===== src/rtl/shift_unit_seq.sv =====
// Multi-cycle shift execution unit: one bit position per clock, valid/ready on both sides.
// Modes: logical right, arithmetic right, logical left, rotate right.
module shift_unit_seq #(
  parameter int unsigned WIDTH = 8,
  parameter int unsigned AMT_W = 4
) (
  input  logic             clk,
  input  logic             rst_n,
  input  logic             in_valid,
  output logic             in_ready,
  input  logic [WIDTH-1:0] in_data,
  input  logic [AMT_W-1:0] in_amt,
  input  logic [1:0]       in_mode,
  output logic             out_valid,
  input  logic             out_ready,
  output logic [WIDTH-1:0] out_data,
  output logic             out_shift,
  output logic             out_zero
);

  typedef enum logic [1:0] {
    ST_IDLE  = 2'b00,
    ST_SHIFT = 2'b01,
    ST_DONE  = 2'b10
  } state_e;

  typedef enum logic [1:0] {
    MODE_LSR = 2'b00,
    MODE_ASR = 2'b01,
    MODE_LSL = 2'b10,
    MODE_ROR = 2'b11
  } mode_e;

  state_e           state_q;
  mode_e            mode_q;
  logic [WIDTH-1:0] data_q;
  logic [AMT_W-1:0] cnt_q;
  logic             shift_q;

  logic [WIDTH-1:0] step_data;
  logic             step_bit;

  // Single-position shift of the working register for the latched mode.
  always_comb begin
    step_data = data_q;
    step_bit  = data_q[0];
    unique case (mode_q)
      MODE_LSR: begin
        step_data = {1'b0, data_q[WIDTH-1:1]};
        step_bit  = data_q[0];
      end
      MODE_ASR: begin
        step_data = {data_q[WIDTH-1], data_q[WIDTH-1:1]};
        step_bit  = data_q[0];
      end
      MODE_LSL: begin
        step_data = {data_q[WIDTH-2:0], 1'b0};
        step_bit  = data_q[WIDTH-1];
      end
      MODE_ROR: begin
        step_data = {data_q[0], data_q[WIDTH-1:1]};
        step_bit  = data_q[0];
      end
      default: begin
        step_data = data_q;
        step_bit  = data_q[0];
      end
    endcase
  end

  // Control FSM and datapath registers; the working register doubles as the result.
  always_ff @(posedge clk) begin
    if (!rst_n) begin
      state_q <= ST_IDLE;
      mode_q  <= MODE_LSR;
      data_q  <= '0;
      cnt_q   <= '0;
      shift_q <= 1'b0;
    end else begin
      unique case (state_q)
        ST_IDLE: begin
          if (in_valid) begin
            data_q  <= in_data;
            cnt_q   <= in_amt;
            mode_q  <= mode_e'(in_mode);
            shift_q <= 1'b0;
            state_q <= (in_amt == '0) ? ST_DONE : ST_SHIFT;
          end
        end
        ST_SHIFT: begin
          data_q  <= step_data;
          shift_q <= step_bit;
          cnt_q   <= cnt_q - AMT_W'(1);
          if (cnt_q == AMT_W'(1)) begin
            state_q <= ST_DONE;
          end
        end
        ST_DONE: begin
          if (out_ready) begin
            state_q <= ST_IDLE;
          end
        end
        default: state_q <= ST_IDLE;
      endcase
    end
  end

  assign in_ready  = rst_n && (state_q == ST_IDLE);
  assign out_valid = (state_q == ST_DONE);
  assign out_data  = data_q;
  assign out_shift = shift_q;
  assign out_zero  = (data_q == '0);

endmodule


===== config.mk =====
export PLATFORM = sky130hd
export DESIGN_NAME = shift_unit_seq
export DESIGN_NICKNAME = d
export VERILOG_FILES = /design/src/rtl/shift_unit_seq.sv
export SDC_FILE = /design/constraint.sdc
export NUM_CORES = 1
export LEC_CHECK = 0
export CELL_PAD_IN_SITES_DETAIL_PLACEMENT = 0
export CELL_PAD_IN_SITES_GLOBAL_PLACEMENT = 1
export CORE_UTILIZATION = 31
export DETAILED_ROUTE_END_ITERATION = 8
export PLACE_DENSITY_LB_ADDON = 0.1
export SYNTH_ARGS = -nofsm -noshare
export SYNTH_HDL_FRONTEND = slang
export SYNTH_SLANG_ARGS = --single-unit

===== constraint.sdc =====
create_clock -name clk -period 1.2 [get_ports clk]
set_input_delay 0.24 -clock clk [delete_from_list [all_inputs] [get_ports clk]]
set_output_delay 0.24 -clock clk [all_outputs]
set_load 0.01 [all_outputs]

# Yosys cells after proc, flatten, opt, wreduce, memory -nomap -nowiden
# Cells that the tools add are included.
# word_totals
word_cells,41
latch_bits,0
n_memories,0
reg_bits,17
input_bits,18
mem_bits_rw,0
romBits,0
output_inout_bits,12
# op_classes
order_cmp,0
div,0
shifts,0
n_mul,0
n_mux,13
eq_ne,10
n_bitwise,0
add_sub_neg,1
reduce_logical,11
# op_table
operator,count
case mux 8 bit (4 select lines),1
case mux 8 bit (2 select lines),1
zero test 8 bit,1
two-way mux 2 bit,4
two-way mux 8 bit,1
case mux 4 bit (2 select lines),1
equality test 2 bit (second input constant),3
!= test 2 bit (second input constant),3
case mux 2 bit (3 select lines),1
AND reduction 3 bit,2
equality test 2 x 1 -> 1 bit (second input constant),2
equality test 4 x 1 -> 1 bit (second input constant),1
zero test 2 bit,2
zero test 4 bit,1
two-way mux 4 bit,1
case mux 1 bit (2 select lines),2
AND reduction 2 bit,2
subtractor 4 x 1 -> 4 bit (second input constant),1
OR reduction 3 bit,1
!= test 2 x 1 -> 1 bit (second input constant),1
nonzero test 2 bit,1
logical AND 1 bit,1
two-way mux 1 bit,1

# Logic depth before layout (Yosys ltp)
# depth
depth_word,4
depth_mapped,6
mapped_depth_nobuf,5

# Least setup slack after synthesis
# No wires, ideal clock.
# synth_timing
path_type,reg2out
startpoint,reg data_q[4] (netlist: out_data[4])
endpoint,out out_zero
path_buffers,0
t_required_ns,0.960
path_stages_with_launch,3
path_slack_ns,-0.088
arrival_ns,1.048
path_cell_list,dfxtp_1 -> or4_1 -> nor2_1
# synth_between
elab_chain_cells,1
# synth_rtl
item,line,source
start: declaration,36,logic [WIDTH-1:0] data_q;
start signal: assignment,83,data_q <= in_data;
start signal: assignment,91,data_q <= step_data;
zero test 8 bit,112,assign out_zero = (data_q == '0);
end: declaration,18,output logic out_zero
# No other way between the ends.

# Worst setup path after layout
# layout_timing
startpoint,reg data_q[0] (netlist: out_data[0])
endpoint,out out_zero
# The elaborated chain is that of the path after synthesis.

==> qor.csv <==
metric,value,unit
Starting Density,33.1,%
TritonRoute pass-1 iters,4,
CP cell instances,or4_4 -> nor2_2 -> buf_2,
DRC,0,
Cells after DPL,202,
syn_nets,133,
die height,59.3,um
endpoints failing setup,11,
pwr/cell area,1350,mW/mm2
NumNets Final,192,
root buffer cell,clkbuf_4,
initial DRC count,44,
Switching Share,35.9,%
"EDFF count, synth",0,
initial antenna violation count,0,
Pleak,0.777,nW
Cells after Synth,113,
# diodes,0,
status,"finished, violations left",
Seq cells post-synth,17,
global-route wire length before repair,4980,um
Post-Place Cell Area,0.00152,mm2
GR Overflow Total,0,
CP Launch Type,flop,
die area,0.00352,mm2
Net Sw Power,0.000863,W
final-layout fill cell count,290,
CP bufs+invs,1,
failing checks,negative setup slack,
Clock Skew,9.14,ps
count of final hold-check violations,0,
Max-slew headroom,75.2,%
Area Overhead vs Synth,74.8,%
worst-case clock buffer depth,2,
Pint,0.00154,W
row cnt,20,
design area,0.00178,mm2
Pins Over Slew Limit,0,
dominant cells by area after synthesis,"dfxtp_1 (33%), mux2i_1 (8.8%), a31o_1 (6.0%)",
Clock power frac,13.6,%
register area share after synthesis,33.4,%
Final min period,1630,ps
area of the multi-input gates,753,um2
Reg power frac,31.6,%
core area,0.00308,mm2
register area,362,um2
"Largest delay share family, worst path",simple AND/OR/NAND/NOR gates,
clock latency on the worst-skew pair,300,ps
H-tree depth,1,
die width,59.3,um
vias,1102,
Antenna Nets Post-Route,0,
max_cap viols,0,
mapped cell area,0.00102,mm2
crit path DAT,1390,ps
Worst Setup End Kind,primary output,
Total Wirelength,3190,um
CTS tree,yes,
CTS Sinks,17,
crit path kind,reg -> out,
final worst slack,-432,ps
largest net degree at the start of global routing,25,
dominant synthesized flop cell,dfxtp_1,
# IOs,30,
most frequent cell after synthesis,dfxtp_1,
synth cell count leaders,"dfxtp_1 (17), a21oi_1 (11), mux2i_1 (9), a31o_1 (7)",
"slowest stage delay, CP",520,ps
part of the power in combinational logic,54.8,%
Synth Warn #,0,
"Clk pin slew, worst setup/hold paths",110,ps
crit path max fanout,2,
via/cell ratio,5.13,
Yosys top cell area share,33.4,%
Port Buf Inserts,29,
wire length per cell,14.9,um
Tot GR Track Use,19.5,%
Worst Tran Pin Value,368,ps
"worst slack, placed",-518,ps
vias in the first global route,1108,
final non-filler cell total,215,
Max Freq,0.613,GHz
Synth Area per Inst,9.01,um2
Async SR Flop Fraction,0,%
"Distinct cells, synth",36,
Tcrit/Tclk final,136,%
most area-hungry cell type in the Yosys netlist,dfxtp_1,
WP data required,960,ps
Worst VDD drop,0.663,mV
Placer Congestion,0.809,
share of layout cells above drive strength 1,50.9,%
TritonCTS buffer count,3,
RSZ-0062 raised after global routing,true,
Hold WC Path Type,in -> reg,
hpwl dp,2030,um
Crit-path slowest cell,or4_4,
==> timing repair <==
item | CTS | global route
pin swaps | 7 | 16
hold buffers | 0 | 0
setup endpoints to repair | 28 | 20
setup buffers | 9 | 0
gates resized for setup | 79 | 27
cloned | 1 | 0
==> sequential cells by signal, summed over array words and instances (netlist names) <==
name / count
out_data: 8
cnt_q: 4
mode_q: 2
state_q: 2
out_shift: 1
==> power groups by stage <==
stage | Clock (W) | Sequential (W) | Combinational [W]
floorplan | 0 | 0.000774 | 0.000523
global placement | 0 | 0.000738 | 0.00102
detailed placement | 0 | 0.000744 | 0.00103
CTS | 0.000335 | 0.000744 | 0.00119
global route | 0.000358 | 0.000771 | 0.00143
finish | 0.000327 | 0.000759 | 0.00132
==> cell usage in the layout, fill, tap and decap left out, types with 6 or more instances in the layout <==
cell type / netlist / final
buf_4: 2 / 20
clkdlybuf4s50_1: 0 / 15
buf_6: 3 / 13
buf_2: 2 / 10
mux2i_1: 9 / 9
dfxtp_2: 0 / 8
a21oi_1: 11 / 7
a31o_1: 7 / 7
o211ai_1: 6 / 6
dfxtp_1: 17 / 6
==> worst reg2reg max path, cell delays in order, from the launching register on <==
cell and delay, ps:
dfxtp_4 380, buf_6 120, nor2b_4 130, buf_12 130, o211ai_1 150, a21oi_1 60
a31o_1 190
==> metrics by stage <==
step | hold slack (ps) | power [W] | util, % | TNS, ps
3_5_place_dp | 485 | 0.00177 | 49.4 | -6200
6_report | 506 | 0.00241 | 57.8 | -828
2_1_floorplan | 393 | 0.00130 | - | -57.0
3_3_place_gp | 475 | 0.00176 | 49.4 | -5990
5_1_grt | 501 | 0.00256 | 57.8 | -1830
4_1_cts | 499 | 0.00226 | 54.3 | -721
==> cell families (layout without fill, tap and decap cells) <==
group / after synthesis / after routing / synth area share (%)
AOI/OAI and AO/OA: 40 / 41 / 28.3
adders and majority gates: 2 / 2 / 2.46
buffers and inverters: 15 / 72 / 9.09
DFF: 17 / 17 / 33.4
muxes: 10 / 10 / 9.95
and+or+nand+nor: 29 / 29 / 16.8
==> final timing paths <==
| check | startpoint | endpoint | slack (ps) | depth (start not counted) |
|---|---|---|---|---|
| worst max register to register | state_q[0]$_SDFFE_PN0P_ | out_data[4]$_SDFFE_PN0P_ | -60 | 6 |
| worst min-delay path | in_data[7] | out_data[7]$_SDFFE_PN0P_ | 510 | 3 |
| worst max-delay path | out_data[0]$_SDFFE_PN0P_ | out_zero | -430 | 3 |
| worst min register to register | cnt_q[3]$_SDFFE_PN0P_ | cnt_q[3]$_SDFFE_PN0P_ | 550 | 2 |
==> cell type report <==
type	count	share of cell area (%)
Inverter	5	1.19
Sequential cell	17	20.3
Multi-Input combinational cell	82	42.3
Clock buffer	4	1.48
Timing Repair Buffer	63	31.6
Tap cell	44	3.09
==> per-layer routing <==
layer / vias up / GRT usage [%] / part of all wire, %
met2: 34 / 34.2 / 51
met1: 522 / 22.0 / 42
met4: 0 / 11.2 / 3.1
li1: 537 / - / -
met5: - / 0 / 0
met3: 9 / 3.28 / 4.4
(Power assumes the default switching activity.)
